`config.mk`:
```
export PLATFORM = sky130hd
export DESIGN_NAME = hazard_ctrl
export DESIGN_NICKNAME = d
export VERILOG_FILES = /design/src/rtl/hazard_pkg.sv /design/src/rtl/hazard_muldiv_timer.sv /design/src/rtl/hazard_ctrl.sv
export SDC_FILE = /design/constraint.sdc
export NUM_CORES = 1
export LEC_CHECK = 0
export CORE_MARGIN = 5
export CORE_UTILIZATION = 28
export CTS_BUF_LIST = sky130_fd_sc_hd__clkbuf_16
export DETAILED_ROUTE_END_ITERATION = 16
export GPL_TIMING_DRIVEN = 0
export PLACE_DENSITY = 0.85
export SETUP_SLACK_MARGIN = 0.1
export SLEW_MARGIN = 20
export SYNTH_ARGS = -nofsm -noshare
export SYNTH_HDL_FRONTEND = slang
export SYNTH_HIERARCHICAL = 1
export SYNTH_SLANG_ARGS = --single-unit
```
`constraint.sdc`:
```
create_clock -name clk -period 1.5 [get_ports clk]
set_input_delay 0.3 -clock clk [delete_from_list [all_inputs] [get_ports clk]]
set_output_delay 0.3 -clock clk [all_outputs]
set_load 0.03 [all_outputs]
```
`src/rtl/hazard_pkg.sv`:
```
// Shared types and constants for the pipeline hazard controller.
// Forwarding select encoding, mul/div occupancy states, zero register index.
package hazard_pkg;

    typedef enum logic [1:0] {
        FWD_RF  = 2'b00,
        FWD_WB  = 2'b01,
        FWD_MEM = 2'b10
    } fwd_sel_t;

    typedef enum logic [0:0] {
        HZ_IDLE = 1'b0,
        HZ_BUSY = 1'b1
    } hz_state_t;

    localparam int unsigned REG_ZERO = 0;

endpackage

```
`src/rtl/hazard_muldiv_timer.sv`:
```
// Occupancy FSM for multi-cycle mul/div instructions sitting in E.
// Ports: clk, rst_n, start (mul/div entering E), stall (hold pipe), busy (state BUSY).
module hazard_muldiv_timer
    import hazard_pkg::*;
#(
    parameter int unsigned MULDIV_LAT = 4
) (
    input  logic clk,
    input  logic rst_n,
    input  logic start,
    output logic stall,
    output logic busy
);

    localparam int unsigned CW = (MULDIV_LAT > 1) ? $clog2(MULDIV_LAT) : 1;
    localparam logic [CW-1:0] LOAD = CW'(MULDIV_LAT - 2);
    localparam logic [CW-1:0] ONE = CW'(1);

    localparam logic [0:0] ST_IDLE = HZ_IDLE;
    localparam logic [0:0] ST_BUSY = HZ_BUSY;

    logic [0:0]    state_q;
    logic [0:0]    state_d;
    logic [CW-1:0] cnt_q;
    logic [CW-1:0] cnt_d;
    logic          entry;

    // mul/div arriving in E is only accepted from IDLE; in BUSY the
    // same instruction is being held, so start is ignored.
    assign entry = start && (state_q == ST_IDLE);
    assign busy  = (state_q == ST_BUSY);
    assign stall = entry || busy;

    // cnt holds the BUSY cycles still owed, counting the current one;
    // the cycle that takes it to zero is the last stalled cycle.
    always_comb begin
        state_d = state_q;
        cnt_d   = cnt_q;
        unique case (state_q)
            ST_IDLE: begin
                if (entry) begin
                    cnt_d = LOAD;
                    if (LOAD != '0) begin
                        state_d = ST_BUSY;
                    end
                end
            end
            ST_BUSY: begin
                cnt_d = cnt_q - ONE;
                if (cnt_q == ONE) begin
                    state_d = ST_IDLE;
                end
            end
            default: begin
                state_d = ST_IDLE;
                cnt_d   = '0;
            end
        endcase
    end

    always_ff @(posedge clk or negedge rst_n) begin
        if (!rst_n) begin
            state_q <= ST_IDLE;
            cnt_q   <= '0;
        end else begin
            state_q <= state_d;
            cnt_q   <= cnt_d;
        end
    end

endmodule

```
`src/rtl/hazard_ctrl.sv`:
```
// Hazard/stall controller: load-use, branch flush, mul/div stall, E forwarding.
// In: D/E source regs, E/M/W dest regs, writeback/load/branch/muldiv flags. Out: stall/flush/fwd/busy.
module hazard_ctrl
    import hazard_pkg::*;
#(
    parameter int unsigned MULDIV_LAT = 4,
    parameter int unsigned REG_AW     = 5
) (
    input  logic              clk,
    input  logic              rst_n,
    input  logic [REG_AW-1:0] rs1_d,
    input  logic [REG_AW-1:0] rs2_d,
    input  logic [REG_AW-1:0] rs1_e,
    input  logic [REG_AW-1:0] rs2_e,
    input  logic [REG_AW-1:0] rd_e,
    input  logic [REG_AW-1:0] rd_m,
    input  logic [REG_AW-1:0] rd_w,
    input  logic              regwrite_m,
    input  logic              regwrite_w,
    input  logic              load_e,
    input  logic              pc_src_e,
    input  logic              muldiv_e,
    output logic              stall_f,
    output logic              stall_d,
    output logic              stall_e,
    output logic              flush_d,
    output logic              flush_e,
    output logic              flush_m,
    output logic [1:0]        fwd_a_e,
    output logic [1:0]        fwd_b_e,
    output logic              busy
);

    localparam logic [REG_AW-1:0] RZ = REG_AW'(REG_ZERO);

    fwd_sel_t fwd_a;
    fwd_sel_t fwd_b;
    logic     m_ok;
    logic     w_ok;
    logic     lu;
    logic     lu_eff;
    logic     md_start;
    logic     md_stall;
    logic     md_busy;

    assign m_ok = regwrite_m && (rd_m != RZ);
    assign w_ok = regwrite_w && (rd_w != RZ);

    // M is the younger producer, so it wins over W.
    always_comb begin
        fwd_a = FWD_RF;
        if (m_ok && (rd_m == rs1_e)) begin
            fwd_a = FWD_MEM;
        end else if (w_ok && (rd_w == rs1_e)) begin
            fwd_a = FWD_WB;
        end
    end

    always_comb begin
        fwd_b = FWD_RF;
        if (m_ok && (rd_m == rs2_e)) begin
            fwd_b = FWD_MEM;
        end else if (w_ok && (rd_w == rs2_e)) begin
            fwd_b = FWD_WB;
        end
    end

    assign lu = load_e && (rd_e != RZ)
             && ((rd_e == rs1_d) || (rd_e == rs2_d));

    // A taken branch squashes the dependent instr anyway, and a
    // mul/div occupying E masks lu until it releases.
    assign lu_eff   = lu && !md_stall && !pc_src_e;
    assign md_start = muldiv_e && !pc_src_e;

    hazard_muldiv_timer #(
        .MULDIV_LAT(MULDIV_LAT)
    ) u_timer (
        .clk  (clk),
        .rst_n(rst_n),
        .start(md_start),
        .stall(md_stall),
        .busy (md_busy)
    );

    // Outputs are forced low for the whole reset interval.
    assign stall_f = rst_n && (md_stall || lu_eff);
    assign stall_d = rst_n && (md_stall || lu_eff);
    assign stall_e = rst_n && md_stall;
    assign flush_m = rst_n && md_stall;
    assign flush_d = rst_n && pc_src_e;
    assign flush_e = rst_n && (pc_src_e || lu_eff);
    assign busy    = rst_n && md_busy;
    assign fwd_a_e = rst_n ? fwd_a : FWD_RF;
    assign fwd_b_e = rst_n ? fwd_b : FWD_RF;

    a_md_br: assert property (
        @(posedge clk) disable iff (!rst_n)
        !(muldiv_e && pc_src_e)
    ) else $warning("hazard_ctrl: muldiv_e with pc_src_e, branch taken");

    a_br_busy: assert property (
        @(posedge clk) disable iff (!rst_n)
        !(md_busy && pc_src_e)
    ) else $warning("hazard_ctrl: pc_src_e while mul/div holds E");

endmodule

```
After elaboration in Yosys (flattened, before gate mapping)
Index checks and enable logic that the tools add are counted.

Bits in writable memories: 0. Register bits after elaboration: 3. Bits in latches: 0. Bits in read-only memories: 0. Memories: 0. Input port bits: 42. Word-level logic and storage cells: 49. Output and inout port bits: 11.

Reduce and logical (&&, ||, !) cells: 26. Equal/unequal tests: 8. Multiply operators: 0. Divide/modulo/power cells: 0. Order comparisons: 0. Bitwise gates (word level): 1. Shift-type cells: 0. Add/subtract/negate cells: 1. Mux-type cells: 11.

Operators by type and width (number): 5-bit equality test (6); 1-bit logical AND (17); 5-bit nonzero test (3); 2-bit 2-to-1 mux (5); 1-bit logical OR (4); 1-bit 2-to-1 mux (4); 2-bit one-hot mux with 2 select lines (1); 2-bit by 1-bit equality test with 1-bit output, second input constant (1); 1-bit zero test (2); 2-bit by 1-bit != test with 1-bit output, second input constant (1); 1-bit one-hot mux with 2 select lines (1); 2-bit by 1-bit subtractor with 2-bit output, second input constant (1); 1-bit NOT (1).

Longest topological paths before layout
Depth after elaboration: 9. Gate-level depth with buffers: 5. Mapped depth without buffers: 4.

By module
The synthesis kept the hierarchy.

Modules (own cells, without submodules): hazard_ctrl (cells an instance 62, times used 1, area each 473.0 um^2, sequential area each 0.0 um^2); hazard_muldiv_timer (cells an instance 13, times used 1, area each 147.6 um^2, sequential area each 75.1 um^2).

Worst setup path before layout
OpenSTA, ideal clock, no wires.

Path kind: input port to output port. From: input port rd_e[1]. To: output port stall_f. Slack: -1046 ps. Cell stages on the path: 5. Required time: 1200 ps. Data arrival time: 2246 ps. Path buffers: 1. Cells stage by stage: xor2_1 > nor3_1 > a22oi_1 > o41ai_1 > buf_4.

Cells in the longest elaborated chain, start to end: 7. Elaborated cells between the ends (all ways): 10. Those cells by class: eq/ne (2); reduce/logical (8).

RTL lines: start, declared (RTL line hazard_ctrl.sv:15) `input logic [REG_AW-1:0] rd_e,`; 5-bit equality test or 5-bit nonzero test (tied branches) (RTL line hazard_ctrl.sv:69, hazard_ctrl.sv:68); 1-bit logical OR or 1-bit logical AND (tied branches) (RTL line hazard_ctrl.sv:69, hazard_ctrl.sv:68); 1-bit logical AND * (RTL line hazard_ctrl.sv:69) `&& ((rd_e == rs1_d) || (rd_e == rs2_d));`; 1-bit logical AND * (2 in series) (RTL line hazard_ctrl.sv:73) `assign lu_eff = lu && !md_stall && !pc_src_e;`; 1-bit logical OR *; 1-bit logical AND *; end, declared (RTL line hazard_ctrl.sv:23) `output logic stall_f,`.

Mark *: on every way between the ends. The rest lies on a longest branch, timed or not.

Worst setup path after layout
From: input port rd_m[4]. To: output port fwd_a_e[0].

Cells in the longest elaborated chain, start to end: 5. Elaborated cells between the ends (all ways): 6. Those cells by class: eq/ne (1); mux (2); reduce/logical (3).

RTL lines: start, declared (RTL line hazard_ctrl.sv:16) `input logic [REG_AW-1:0] rd_m,`; 5-bit nonzero test (RTL line hazard_ctrl.sv:46) `assign m_ok = regwrite_m && (rd_m != RZ);`; 1-bit logical AND (RTL line hazard_ctrl.sv:46); 1-bit logical AND * (RTL line hazard_ctrl.sv:52) `if (m_ok && (rd_m == rs1_e)) begin`; 2-bit 2-to-1 mux * (RTL line hazard_ctrl.sv:52); 2-bit 2-to-1 mux * (RTL line hazard_ctrl.sv:94) `assign fwd_a_e = rst_n ? fwd_a : FWD_RF;`; end, declared (RTL line hazard_ctrl.sv:29) `output logic [1:0] fwd_a_e,`.

Marks and branches as above.

==> results list <==
- Outcome: complete, but fails checks
* Violations in the final reports: setup timing
* Final setup vio count: 8
* Power, Total: 1.25 mW
- Buffers on Ports: 52
- The number of nets handed over by synthesis was 118.
- Worst-path fanout max: 2
- For this run, the detailed router's first-pass iteration total came to 3.
- Time the final worst path needs with I/O delays and setup: 1920 ps
- Overall routed net length: 2.37 mm
- For this run, the share of the core covered by cells in the final layout is 0.660.
* Portion of synthesized cell area occupied by the leading cell type: 0.339
- Placed wire-length estimate after detailed placement: 1.97 mm
* Worst-skew pair later-pin latency: 230 ps
- Clock-pin slew of the registers on the worst-case setup and hold paths: 30 ps
* Maxcap violations: 0
* Last weighted congestion value of the routability-driven placer: 0.864
- Type of the most critical hold path: in2async
- Among all flip-flop cells after synthesis, the most frequent one is sky130_fd_sc_hd__dfrtp_1.
- Max Transition Viols Final: 0
* Core area: 0.00217 mm^2
* Synthesized area divided by synthesized cell count: 8.27 um^2
- In this run the cell area of the synthesized design comes to 621 um^2.
- Bufs on Longest Clock Path: 2
- From synthesis to final layout, the design area changed by 131%.
- At the pin with the least slew margin, the transition time is 301 ps.
- Row count: 17
- The initial antenna violation count came to 0.
* Async set or reset register ratio after synthesis: 1.00
* CTS tree: yes
* Via count of the first global-routing pass: 878
- In the final routed layout, each cell accounts on average for 14.1 um.
- In this run the tightest slew margin relative to its limit is 0.798.
- STA classifies the critical path endpoint as an output port.
* Final critical-path setup slack: -419 ps
* Post-synthesis cell count: 75
- CP Class: in2out
- Clock tree synthesis selected as its root buffer the cell sky130_fd_sc_hd__clkbuf_16.
- Minimum hold slack: 516 ps
- Entering global routing, the biggest net connects 9 pins.
- Post-synth cell types: 24
- The Yosys step of the flow raised 6 warnings.
* Unrepaired setup endpoints after global routing: yes
- Once detail routing completed, the nets flagged for antenna violations numbered 0.
- Floorplan die width: 57.1 um
* Peak ir drop on the vdd network: 408 uV
* Final layout net count: 184
* Leakage power: 0.679 nW
- CTS buffer count: 3
- The die covers 0.00326 mm^2.
* Io pins: 53
* Fraction of final layout cells sized beyond drive strength 1: 0.557
- The largest total area in the synthesized netlist belongs to sky130_fd_sc_hd__xor2_1.
- After the first detailed-routing iteration, the DRC count stood at 12.
* Largest cells by area after synthesis: sky130_fd_sc_hd__xor2_1 34%, sky130_fd_sc_hd__dfrtp_1 12%, sky130_fd_sc_hd__xnor2_1 8.5%, sky130_fd_sc_hd__or4_1 4.8%, sky130_fd_sc_hd__nor4_2 4.0%
* Maximum frequency from static timing analysis: 521 MHz
- Dividing total power by cell area gives a power density of 874 mW/mm^2.
- The number of antenna diodes in the final layout is 0.
* Overflow left after global routing: 0
* Remaining design rule violation count: 0
- Between clock sinks in the finished design, the worst skew comes to 1.06 ps.
- Post-synth EDFFs: 0
- GRT Resource Usage Total: 0.153
* Global-route wire length before repair: 3.93 mm
* CP Data Required Time: 1200 ps
- The library cell used most frequently in the layout, excluding fill and tap cells, is sky130_fd_sc_hd__xor2_1.
* Initial standard-cell utilization of the core: 0.286
* Number of clock sinks seen by CTS: 3
- Dividing the final minimum period by the clock period gives 1.28.
- The top cell types in the final layout, fill and taps aside, are 23 x sky130_fd_sc_hd__xor2_1, 17 x sky130_fd_sc_hd__buf_6, 12 x sky130_fd_sc_hd__buf_4, 8 x sky130_fd_sc_hd__buf_2, 8 x sky130_fd_sc_hd__clkbuf_2.
- At the worst endpoint, the arrival time is 1620 ps.
* Maximum level of the CTS H-tree: 1
- Type of origin of the critical path: input port
* Vertical die dimension: 57.1 um
- The total count of hold-check failures in the final report is 0.
- For the final routed database, the setup TNS stands at -2160 ps.
- The final route contains 811 vias.
- Drt via density: 4.83
* Synth Register Bits: 3
* Seq/Total Area, Yosys: 0.121
-- where the power goes --
part	switching (mW)	internal, mW	leakage (nW)	total [mW]
combinational	0.310	0.350	0.603	0.660
sequential	0.0463	0.128	0.0343	0.174
clock	0.0748	0.344	0.0423	0.419
-- final timing paths --
| path | from | to | slack [ps] | cells past startpoint |
|---|---|---|---|---|
| setup / recovery | rd_m[4] | fwd_a_e[0] | -420 | 6 |
| min in group clk | u_timer/busy | u_timer/busy | 520 | 1 |
| hold reg to reg | u_timer/busy | u_timer/busy | 520 | 1 |
| max in group asynchronous | rst_n | u_timer/busy | 820 | 2 |
| setup reg to reg | u_timer/cnt_q[0] | u_timer/cnt_q[1] | 540 | 3 |
| hold / removal | rst_n | u_timer/busy | 520 | 2 |
-- critical path, stage by stage --
cell and delay, ps:
sky130_fd_sc_hd__buf_8 90, sky130_fd_sc_hd__or4_4 530, sky130_fd_sc_hd__o21ai_4 180, sky130_fd_sc_hd__nor4_4 60, sky130_fd_sc_hd__nor4_4 260, sky130_fd_sc_hd__buf_4 190
-- state kept, by name (all words and copies together), names as in the netlist --
register	flops
u_timer/busy	1
u_timer/cnt_q	2
-- layer usage --
metal	global-route usage	vias to the layer above	wire, um
li1	-	386	-
met2	0.269	49	1180
met5	0	-	0
met1	0.159	368	880
met3	0.0430	8	215
met4	0.0960	0	91
-- stage by stage --
step | std cells | cell area (um^2) | setup slack, ps
finish | 168 | 1430 | -419
global route | 168 | 1430 | -471
CTS | 164 | 1370 | -555
detailed placement | 155 | 1250 | -1440
global placement | 155 | 1250 | -1440
floorplan | 75 | 697 | -413
-- cells by family (layout without fill, tap and decap cells) --
kind of cell,Yosys count,in the layout,share of synthesized area
xor+xnor,30,30,0.423
mux,2,2,0.0323
buf+inv,6,71,0.0484
flops,3,3,0.121
simple gates,27,27,0.280
compound gates,6,6,0.0746
fa+ha+maj,1,1,0.0202
-- cell type report --
cell class,count,area (um^2)
repair buffers,61,536
plain buffers,2,18.8
inverters,4,17.5
well taps,28,35.0
clock inverters,1,3.75
multi-input cells,66,671
flip-flops and latches,3,76.3
clock buffers,3,75.1
fillers,198,737
-- Yosys cell counts, types with 2 or more instances --
master	n
sky130_fd_sc_hd__xor2_1	24
sky130_fd_sc_hd__xnor2_1	6
sky130_fd_sc_hd__inv_1	4
sky130_fd_sc_hd__nand2_1	4
sky130_fd_sc_hd__nor2_1	4
sky130_fd_sc_hd__or4_1	4
sky130_fd_sc_hd__and2_1	3
sky130_fd_sc_hd__dfrtp_1	3
sky130_fd_sc_hd__buf_4	2
sky130_fd_sc_hd__mux2i_1	2
sky130_fd_sc_hd__nand3_1	2
sky130_fd_sc_hd__nor3_1	2
sky130_fd_sc_hd__nor4_1	2
sky130_fd_sc_hd__nor4_2	2
sky130_fd_sc_hd__o41ai_1	2
-- repair_timing --
item / CTS / global route
gates cloned: 0 / 0
resized for setup: 188 / 51
buffers inserted: 4 / 4
hold buffers: 1 / 0
pin swaps: 21 / 17
setup endpoints to repair: 11 / 10
hold endpoints to repair: 3 / 0
Power figures use the tool's default switching activity.
